<file path="config.mk">
export PLATFORM = sky130hd
export DESIGN_NAME = generic_bus_arbiter
export DESIGN_NICKNAME = d
export VERILOG_FILES = /design/src/rtl/generic_bus_arb_pkg.sv /design/src/rtl/rr_priority_picker.sv /design/src/rtl/generic_bus_arbiter.sv
export SDC_FILE = /design/constraint.sdc
export NUM_CORES = 1
export LEC_CHECK = 0
export ABC_AREA = 1
export ABC_CLOCK_PERIOD_IN_PS = 3170
export CAP_MARGIN = 20
export CORE_AREA = 2 2 165 167
export DETAILED_ROUTE_END_ITERATION = 8
export DIE_AREA = 0 0 167 169
export GPL_ROUTABILITY_DRIVEN = 0
export GPL_TIMING_DRIVEN = 0
export SLEW_MARGIN = 40
export SYNTH_ARGS = -nofsm -noshare
export SYNTH_HDL_FRONTEND = slang
export SYNTH_SLANG_ARGS = --single-unit
</file>
<file path="constraint.sdc">
create_clock -name clk -period 3.17 [get_ports clk]
set_clock_uncertainty 0.1 [all_clocks]
set_input_delay 0.7925 -clock clk [delete_from_list [all_inputs] [get_ports clk]]
set_output_delay 0.7925 -clock clk [all_outputs]
set_load 0.1 [all_outputs]
</file>
<file path="src/rtl/generic_bus_arb_pkg.sv">
// Shared types and width helpers for the generic bus arbiters.
// Contents: arb_state_t FSM encoding, gen_bus_arb_idx_w() index-width helper.
// No logic; imported by the arbiter top and the priority picker.
package generic_bus_arb_pkg;

  typedef enum logic [0:0] {
    ARB_IDLE  = 1'b0,
    ARB_GRANT = 1'b1
  } arb_state_t;

  // Width of an index able to address n channels; never narrower than 1 bit
  // so single-entry instances still get a legal vector.
  function automatic int gen_bus_arb_idx_w(input int n);
    return (n <= 1) ? 1 : $clog2(n);
  endfunction

endpackage

</file>
<file path="src/rtl/rr_priority_picker.sv">
// Rotating find-first: returns the first set req bit searching ptr, ptr+1, ... mod N.
// Ports: req[N] requests, ptr start index; found = any request, idx = winning index.
// Purely combinational, zero latency, no backpressure.
module rr_priority_picker
  import generic_bus_arb_pkg::*;
#(
  parameter int N = 4,
  localparam int W = gen_bus_arb_idx_w(N)
) (
  input  logic [N-1:0] req,
  input  logic [W-1:0] ptr,
  output logic         found,
  output logic [W-1:0] idx
);

  logic [W-1:0] cand;

  always_comb begin
    found = 1'b0;
    idx   = '0;
    cand  = ptr;
    for (int k = 0; k < N; k++) begin
      if (!found && req[cand]) begin
        found = 1'b1;
        idx   = cand;
      end
      // Explicit wrap so non-power-of-two N never visits a phantom index.
      cand = (cand == W'(N - 1)) ? '0 : cand + W'(1);
    end
  end

endmodule

</file>
<file path="src/rtl/generic_bus_arbiter.sv">
// Round-robin arbiter folding NUM_REQ generic bus masters onto one generic bus slave.
// Latency: one IDLE arbitration cycle before each transaction; bus_* then forward
// the granted channel combinationally. Backpressure: bus_busy is returned only to
// the granted channel; every other channel sees req_busy=1 and simply holds.
// Ports: clk/rst; req_* packed per channel (channel i at [i*W +: W]); req_rdata
// broadcast; bus_* slave side.
module generic_bus_arbiter
  import generic_bus_arb_pkg::*;
#(
  parameter int NUM_REQ = 4,
  parameter int ADDR_W  = 32,
  parameter int DATA_W  = 32,
  localparam int BE_W   = DATA_W / 8
) (
  input  logic                      clk,
  input  logic                      rst,
  input  logic [NUM_REQ*ADDR_W-1:0] req_addr,
  input  logic [NUM_REQ*DATA_W-1:0] req_wdata,
  input  logic [NUM_REQ*BE_W-1:0]   req_byte_en,
  input  logic [NUM_REQ-1:0]        req_ren,
  input  logic [NUM_REQ-1:0]        req_wen,
  output logic [DATA_W-1:0]         req_rdata,
  output logic [NUM_REQ-1:0]        req_busy,
  output logic [ADDR_W-1:0]         bus_addr,
  output logic [DATA_W-1:0]         bus_wdata,
  output logic [BE_W-1:0]           bus_byte_en,
  output logic                      bus_ren,
  output logic                      bus_wen,
  input  logic [DATA_W-1:0]         bus_rdata,
  input  logic                      bus_busy
);

  localparam int IDX_W = gen_bus_arb_idx_w(NUM_REQ);

  arb_state_t       state;
  logic [IDX_W-1:0] grant;
  logic [IDX_W-1:0] ptr;

  logic [ADDR_W-1:0] ch_addr  [NUM_REQ];
  logic [DATA_W-1:0] ch_wdata [NUM_REQ];
  logic [BE_W-1:0]   ch_be    [NUM_REQ];
  logic [NUM_REQ-1:0] ch_req;

  logic             pick_found;
  logic [IDX_W-1:0] pick_idx;
  logic             g_ren;
  logic             g_wen;
  logic             g_active;

  for (genvar i = 0; i < NUM_REQ; i++) begin : g_unpack
    assign ch_addr[i]  = req_addr[i*ADDR_W +: ADDR_W];
    assign ch_wdata[i] = req_wdata[i*DATA_W +: DATA_W];
    assign ch_be[i]    = req_byte_en[i*BE_W +: BE_W];
  end

  assign ch_req    = req_ren | req_wen;
  assign req_rdata = bus_rdata;

  rr_priority_picker #(
    .N(NUM_REQ)
  ) u_pick (
    .req  (ch_req),
    .ptr  (ptr),
    .found(pick_found),
    .idx  (pick_idx)
  );

  assign g_ren    = req_ren[grant];
  assign g_wen    = req_wen[grant];
  assign g_active = (state == ARB_GRANT) && (g_ren || g_wen);

  // Outputs are decoded from state, which resets asynchronously, so strobes
  // drop the moment rst rises rather than at the next clock.
  always_comb begin
    bus_addr    = '0;
    bus_wdata   = '0;
    bus_byte_en = '0;
    bus_ren     = 1'b0;
    bus_wen     = 1'b0;
    req_busy    = '1;
    if (state == ARB_GRANT) begin
      req_busy[grant] = bus_busy;
    end
    if (g_active) begin
      bus_addr    = ch_addr[grant];
      bus_wdata   = ch_wdata[grant];
      bus_byte_en = ch_be[grant];
      bus_wen     = g_wen;
      // A channel asserting both strobes is treated as a write.
      bus_ren     = g_ren && !g_wen;
    end
  end

  always_ff @(posedge clk or posedge rst) begin
    if (rst) begin
      state <= ARB_IDLE;
      grant <= '0;
      ptr   <= '0;
    end else begin
      case (state)
        ARB_IDLE: begin
          if (pick_found) begin
            state <= ARB_GRANT;
            grant <= pick_idx;
          end
        end
        ARB_GRANT: begin
          if (!(g_ren || g_wen)) begin
            // Master withdrew: release the bus but keep its priority slot.
            state <= ARB_IDLE;
          end else if (!bus_busy) begin
            state <= ARB_IDLE;
            ptr   <= (grant == IDX_W'(NUM_REQ - 1)) ? '0 : grant + IDX_W'(1);
          end
        end
        default: state <= ARB_IDLE;
      endcase
    end
  end

endmodule

</file>
Word-level counts from Yosys, hierarchy flattened

Cells that the tools add are included.

Input bits: 315
Output and inout bits: 106
Bits in writable memories: 0
ROM bits: 0
Logic and storage cells: 82
Bits in registers: 5
Bits in latches: 0
Memories: 0

$lt $le $gt $ge: 7
Multiply operators: 0
Divide/modulo/power cells: 0
Shifts and indexed selects: 0
Add/subtract/negate cells: 4
Bitwise logic cells: 6
Reduce and logical (&&, ||, !) cells: 13
Muxes and demuxes: 45
Equality and inequality tests: 4

Operators by type and width:

| operator              | number |
|---|---|
| $mux W32              | 6 |
| $bmux W32 S2          | 2 |
| $mux W1               | 16 |
| $mux W2               | 8 |
| $mux W4               | 4 |
| $lt A2 B3 Y1 const B  | 5 |
| $bmux W1 S2           | 6 |
| $add A2 B1 Y2 const B | 4 |
| $bmux W4 S2           | 1 |
| $eq A2 B2 Y1 const B  | 4 |
| $or A4 B4 Y4          | 2 |
| $logic_and A1 B1 Y1   | 6 |
| $logic_not A1 Y1      | 4 |
| $not A4 Y4            | 1 |
| $ge A3 B3 Y1 const B  | 1 |
| $not A2 Y3            | 1 |
| $reduce_and A3 Y1     | 1 |
| $demux W1 S2          | 1 |
| $ge A2 B1 Y1 const B  | 1 |
| $not A1 Y1            | 2 |
| $pmux W1 S2           | 1 |
| $reduce_and A2 Y1     | 1 |
| $logic_or A1 B1 Y1    | 1 |

Depth between registers and ports, before layout

Gate-level depths: netlist of run 1.

Word-level depth: 15
Mapped depth: 13
Mapped depth without buffers: 13

Cells and area by module

Synthesis of run 1 repeated with hierarchy kept, for this count alone.

Cell total of the unflattened synthesis: 668
Area total of the unflattened synthesis: 3314.4 µm²

Modules (own cells, without submodules):

| module              | area each (µm²) | sequential area each (µm²) | cells an instance | times used |
|---|---|---|---|---|
| generic_bus_arbiter | 3019.1          | 125.1                      | 616               | 1 |
| rr_priority_picker  | 295.3           | 0.0                        | 52                | 1 |

Worst setup path after synthesis of run 1

Ideal clock, no wire load.

Path kind: in2out
Start: input req_wen[2]
End: output bus_wdata[10]
Cell stages on the path: 6
Path buffers: 2
Setup slack: -0.608 ns
Arrival: 2.886 ns
Data required time: 2.277 ns
Cell sequence: o21ai_1 o21ai_2 o21ai_2 buf_4 buf_6 a21oi_1

Cells in the longest elaborated chain, start to end: 5

Ends and longest elaborated chain:

| what                          | RTL line                  | text |
|---|---|---|
| from (decl)                   | generic_bus_arbiter.sv:21 | `input logic [NUM_REQ-1:0] req_wen,` |
| $bmux W1 S2                   | generic_bus_arbiter.sv:69 | `assign g_wen = req_wen[grant];` |
| $mux W1 (implied by the code) | generic_bus_arbiter.sv:69 |  |
| $logic_or A1 B1 Y1            | generic_bus_arbiter.sv:70 | `assign g_active = (state == ARB_GRANT) && (g_ren \|\| g_wen);` |
| $logic_and A1 B1 Y1           | generic_bus_arbiter.sv:70 |  |
| $mux W32                      | generic_bus_arbiter.sv:84 | `if (g_active) begin` |
| to (decl)                     | generic_bus_arbiter.sv:25 | `output logic [DATA_W-1:0] bus_wdata,` |

No other way between the ends. The select of a mux whose other input is x is not followed.

Worst setup path after layout of run 1

Start: input req_wen[2]
End: output bus_addr[16]

Cells in the longest elaborated chain, start to end: 5

Ends and longest elaborated chain:

| what                          | RTL line                  | text |
|---|---|---|
| $bmux W1 S2                   | generic_bus_arbiter.sv:69 |  |
| $mux W1 (implied by the code) | generic_bus_arbiter.sv:69 |  |
| $logic_or A1 B1 Y1            | generic_bus_arbiter.sv:70 |  |
| $logic_and A1 B1 Y1           | generic_bus_arbiter.sv:70 |  |
| $mux W32                      | generic_bus_arbiter.sv:84 |  |
| to (decl)                     | generic_bus_arbiter.sv:24 | `output logic [ADDR_W-1:0] bus_addr,` |

No other way between the ends. The select of a mux whose other input is x is not followed.

==> results of run 1 <==
[final cells by class]
| cell class | instances | area [um^2] |
|---|---|---|
| fillers | 2878 | 18000 |
| flip-flops and latches | 5 | 125 |
| well taps | 341 | 427 |
| clock buffers | 4 | 78.8 |
| multi-input cells | 566 | 3000 |
| plain buffers | 82 | 623 |
| inverters | 13 | 53.8 |
| diodes | 1 | 2.50 |
| repair buffers | 402 | 4240 |
[placed cells by master, fill, tap and decap left out, types with 6 or more instances in the layout]
master | synthesis | final
buf_8 | 0 | 6
nor2_1 | 286 | 284
inv_1 | 9 | 9
buf_12 | 0 | 31
nand2_1 | 38 | 38
o21ai_0 | 137 | 133
a21oi_4 | 0 | 29
a21oi_2 | 0 | 31
clkdlybuf4s50_1 | 0 | 274
buf_6 | 1 | 37
nand3_1 | 8 | 8
buf_4 | 34 | 47
a21oi_1 | 71 | 11
clkbuf_2 | 0 | 9
buf_2 | 25 | 50
clkbuf_1 | 21 | 8
[path summary, 6_finish.rpt]
path,cells after the start,endpoint,slack [ns]
setup / recovery,8,bus_addr[16],0.07
setup reg to reg,11,ptr[1]$_DFFE_PP0P_,1.15
min in group asynchronous,2,state$_DFF_PP0_,0.67
hold / removal,2,ptr[1]$_DFFE_PP0P_,0.51
max in group asynchronous,2,ptr[1]$_DFFE_PP0P_,2.13
hold reg to reg,2,ptr[1]$_DFFE_PP0P_,0.51
[Yosys cell counts (5+ instances only)]
cell,count,share of area
a21oi_1,71,0.11
ha_1,5,0.020
buf_2,25,0.039
inv_1,9,0.011
clkbuf_1,21,0.025
o21ai_0,137,0.21
dfrtp_1,5,0.039
nor2_1,286,0.34
buf_4,34,0.080
nand3_1,8,0.013
nand2_1,38,0.045
[power by group through the flow]
stage	registers (mW)	logic [mW]	clock network, mW
after floorplan	0.129	6.84	0
after global placement	0.141	9.46	0
after detailed placement	0.142	8.93	0
after CTS	0.144	11.2	0.212
after global routing	0.152	11.9	0.216
final	0.147	11.3	0.211
[worst register-to-register path, stage by stage (launching register included)]
cell and delay (ns):
dfrtp_1 0.40, buf_4 0.21, inv_2 0.09, nand2_1 0.07, nand2_1 0.05, nand2_1 0.08
o21ai_2 0.09, buf_4 0.14, buf_4 0.13, o21ai_0 0.38, nor2_1 0.09, a21oi_1 0.13
[cell families (layout without fill, tap and decap cells)]
group	Yosys count	after routing	synth area share
DFF	5	5	0.0392
buffers and inverters	98	501	0.167
other	0	1	0
adders and majority gates	5	5	0.0196
and+or+nand+nor	344	344	0.425
AOI/OAI and AO/OA	217	217	0.349
[what timing repair did]
| action | CTS | global route |
|---|---|---|
| pin swaps | 5 | 5 |
| hold endpoints to repair | 0 | 0 |
| buffers inserted | 7 | 1 |
| gates cloned | 4 | 2 |
| endpoints found under the setup margin | 71 | 70 |
| resized for setup | 288 | 33 |
[per-layer routing]
layer | vias to the layer above | routed length [um] | GRT usage
met4 | 2 | 621 | 0.0461
met5 | - | 13 | 0
li1 | 2966 | - | -
met3 | 31 | 1820 | 0.0299
met2 | 326 | 12600 | 0.306
met1 | 2704 | 9960 | 0.196
[stage by stage]
stage / cells / setup slack, ns / area, um^2 / hold slack [ns] / util
after detailed placement: 1398 / -0.894 / 7160 / 0.483 / 0.270
after CTS: 1411 / 0.00299 / 8460 / 0.490 / 0.319
after global routing: 1414 / -0.00126 / 8540 / 0.571 / 0.322
final: 1414 / 0.0653 / 8540 / 0.511 / 0.322
after floorplan: 669 / -0.608 / 3380 / 0.431 / -
after global placement: 1398 / -1.56 / 7690 / 0.482 / 0.290
[flip-flops by register name (all words and copies together), names as in the netlist]
name / cells
state: 1
ptr: 2
grant: 2
==> impl_metrics.toml, run 1 <==
[worst_setup_path]
crit_fanout = 8
worstReg2RegStart = "grant[0]$_DFFE_PP0P_"
cp_slowest_stage_delay_ns = 0.27
crit_chain = "dlygate4sd2_1 > o21ai_2 > o21ai_2 > o21ai_4 > buf_12 > clkbuf_16 > a21oi_4 > buf_12"
critPathLaunchType = "primary input"
startpoint = "req_wen[2]"
critPathCaptureType = "output pin"
cp.arrival_ns = 2.21
critPathBufInv = 4
worst_path_dominant_cell_family = "buffers and inverters"
path_class = "primary input to output pin"
slowest_stage = "o21ai_4"
crit_required_ns = 2.28

[power_and_ir_drop]
p_switching_mw = 7.86
p_int_mw = 3.80
p_sw_frac = 0.674
power_density_nw_per_um2 = 1370
clock_power_share = 0.018
seqPwrFrac = 0.013
p_leak_nw = 3.43
p_comb_frac = 0.969
finalPower_mw = 11.7
ir_drop_mv = 0.972

[grt]
grt_pass1_wl_um = 36300
overflow = 0
grt.total_usage = 0.166
antenna_found_initial = 2
grt_pass1_vias = 6183
grt_max_degree = 20

[placement]
dpl.hpwl_um = 19300
portBuffers = 388

[sta]
hold_violations = 0
post-route-period-util = 0.979
fin_crit_ns = 3.10
relSlewSlack = 0.596
max_clock_freq_mhz = 322
worst_pin_slew_ns = 0.606
setup_viol = 0
finalMaxSlewViolations = 0
finalSetupTns_ns = 0

[die]
dieHeight_um = 169
die_w_um = 167
die_area_um2 = 28200
io-pin-count = 421
start_util = 0.120
row_count = 60
core_area_um2 = 26500

[yosys]
ys_warn_count = 0
syn_nets = 989
syn-cell-area_um2 = 3190
ys_ff_latch = 5
synth-seq-area-share = 0.0392
synthArstFlopShare = 1.00
synthCells = 669
synth_edf_count = 0
post_synth_num_cell_types = 24
synthFlopType = "dfrtp_1"
syn_area_per_cell_um2 = 4.77

[min_path]
hp-class = "flip-flop to flip-flop"
hp-start = "ptr[1]$_DFFE_PP0P_"

[clock_network]
cts.sinks = 5
htreeDepth = 1
cts_tree = "built"
clockBufferDepth = 2
clock-root-buffer = "clkbuf_16"
clk_pin_slew_ns = 0.03
hold_buffers = 0
clock_latency_ns = 0.23
cts_buffers = 3

[route]
dr.pass1.iters = 4
routed_wl_um = 25000
vias = 6029
remaining_drc_errors = 0
via_per_inst = 4.26
wl_per_cell_um = 17.7
drt_iter0_drc = 215
ant_nets = 0

[run]
drv_cap = 0

[final_layout]
areaGrowthSynthToFinish_pct = 168
layout-drive-gt1-share = 0.259
num-nets-final = 1393

[status]
outcome = "finished clean"
Power figures use the tool's default switching activity.
==> run 2: changes to the inputs <==
Settings changed: ABC_CLOCK_PERIOD_IN_PS 3170 to 2900, CAP_MARGIN 20 to 40, CORE_AREA 2 2 165 167 to 2 2 161 163, DIE_AREA 0 0 167 169 to 0 0 163 165.
Clock period 3.17 ns to 2.9 ns, I/O delays scaled along.
==> run 2 against run 1 <==
Total power up 3.7%. Setup slack worse by 0.012 ns. Global-route usage down 0.28 points. Wire length down 3.6%. First-iteration DRC count up 50%. Combinational power up 4%. Final area down 2.9%. Count of clock-buffer cells in the layout unchanged. Highest routed layer is now met4. Largest cell class unchanged. Sequential power up 4%. Critical path type is now flip-flop to output pin. Sequential share of layout area about the same. Non-clock buffer count up 1. Utilization up 0.91 points.
==> impl_metrics.toml, run 2 (synthesized netlist as in run 1, its figures left out) <==
[final_layout]
design_area_um2 = 8300
layout-drive-gt1-share = 0.254
areaGrowthSynthToFinish_pct = 160
diodes = 0
utilization = 0.331
final_cell_mix = "284 x nor2_1, 274 x clkdlybuf4s50_1, 134 x o21ai_0, 61 x buf_4, 46 x buf_2"
reg_top3 = "grant (2), ptr (2), state (1)"
final_common_cell = "nor2_1"
num-nets-final = 1395

[route]
remaining_drc_errors = 0
via_per_inst = 4.20
vias = 5892
dr.pass1.iters = 4
wl_per_cell_um = 17.2
routed_wl_um = 24100
ant_nets = 0
drt_iter0_drc = 323

[power_and_ir_drop]
power_density_nw_per_um2 = 1460
ir_drop_mv = 0.847
p_leak_nw = 3.40
finalPower_mw = 12.1

[grt]
grt_pass1_wl_um = 33300
grt_pass1_vias = 5860
overflow = 0
grt.total_usage = 0.163
grt_max_degree = 12
antenna_found_initial = 0

[die]
die_area_um2 = 26900
dieHeight_um = 165
row_count = 58
core_area_um2 = 25000
io-pin-count = 421
die_w_um = 163
start_util = 0.127

[worst_setup_path]
cp.arrival_ns = 2.02
critPathCaptureType = "output pin"
path_class = "flip-flop to output pin"
reg2reg_depth = 12
crit_fanout = 7
crit_required_ns = 2.08
critPathLaunchType = "flip-flop"

[sta]
setup_viol = 0
post-route-period-util = 0.982
hold_violations = 0
max_clock_freq_mhz = 351
finalMaxSlewViolations = 0
grt_setup_unrepaired = "yes"
relSlewSlack = 0.595
fin_crit_ns = 2.85
worst_pin_slew_ns = 0.607

[clock_network]
clock_latency_ns = 0.23
clk_pin_slew_ns = 0.03
cts_tree = "built"
cts.sinks = 5
clockBufferDepth = 2
cts_buffers = 3
clock-root-buffer = "clkbuf_16"
htreeDepth = 1

[placement]
dpl.hpwl_um = 18800
portBuffers = 388
placed_area_um2 = 7070

[run]
drv_cap = 0

[min_path]
hold_depth = 2
hp-class = "flip-flop to flip-flop"

[status]
outcome = "finished clean"
==> run 2: cell count changes in the layout (fill, tap and decap cells not counted), moves of 4 or more <==
cell and delta:
a21oi_4 -10, buf_4 +14, dlygate4sd2_1 -4, a21oi_2 -7, a21oi_1 +17, buf_2 -4, buf_6 +5, buf_12 -8
clkbuf_4 +6
==> run 2: timing repair <==
item,4_1_cts,5_1_grt
endpoints found under the setup margin,72,70
pin swaps,6,7
gates cloned,2,1
setup buffers,8,2
resized for setup,242,93
hold buffers,0,0
==> run 2: final timing paths <==
check / start / end / slack (ns)
max in group asynchronous: rst / grant[0]$_DFFE_PP0P_ / 1.92
min in group asynchronous: rst / ptr[0]$_DFFE_PP0P_ / 0.60
worst min register to register: ptr[1]$_DFFE_PP0P_ / ptr[1]$_DFFE_PP0P_ / 0.47
worst max-delay path: grant[1]$_DFFE_PP0P_ / bus_wdata[31] / 0.05
worst max register to register: ptr[0]$_DFFE_PP0P_ / grant[0]$_DFFE_PP0P_ / 0.90
worst min-delay path: ptr[1]$_DFFE_PP0P_ / ptr[1]$_DFFE_PP0P_ / 0.47
==> run 2: layer usage <==
layer | vias to the layer above | global-route usage | wire length [um] | share of wire
met5 | - | 0 | 0 | 0
met4 | 0 | 0.0342 | 454 | 0.019
met3 | 34 | 0.0286 | 1800 | 0.075
met2 | 286 | 0.300 | 12100 | 0.50
met1 | 2606 | 0.198 | 9790 | 0.41
li1 | 2966 | - | - | -
==> run 2: layout make-up <==
type | count | area (um^2)
clock buffers | 4 | 78.8
repair inverters | 1 | 11.3
inverters | 13 | 77.6
fillers | 2736 | 16700
plain buffers | 85 | 652
well taps | 330 | 413
repair buffers | 400 | 4060
flip-flops and latches | 5 | 125
multi-input cells | 566 | 2880
==> run 2: through the flow <==
| step | TNS [ns] | hold WS (ns) | setup slack (ns) | cells |
|---|---|---|---|---|
| 3_3_place_gp | -96.49 | 0.468 | -1.62 | 1387 |
| 4_1_cts | -0.0247 | 0.473 | -0.0144 | 1401 |
| 2_1_floorplan | -36.01 | 0.404 | -0.626 | 669 |
| 3_5_place_dp | -46.19 | 0.471 | -0.942 | 1387 |
| 5_1_grt | -0.283 | 0.495 | -0.0281 | 1404 |
| 6_report | 0 | 0.469 | 0.0531 | 1404 |
==> run 2: critical path, stage by stage, from the launching register on <==
cell and delay, ns:
dfrtp_1 0.40, buf_12 0.17, inv_8 0.08, o21ai_2 0.05
o21ai_2 0.19, o21ai_4 0.07, buf_6 0.14, bufbuf_16 0.28
a21oi_4 0.18, buf_12 0.20
==> run 2: where the power goes <==
| part | switching (mW) | internal [mW] | total, mW |
|---|---|---|---|
| logic | 8.15 | 3.56 | 11.7 |
| registers | 0.0466 | 0.107 | 0.153 |
| clock network | 0.0467 | 0.182 | 0.229 |
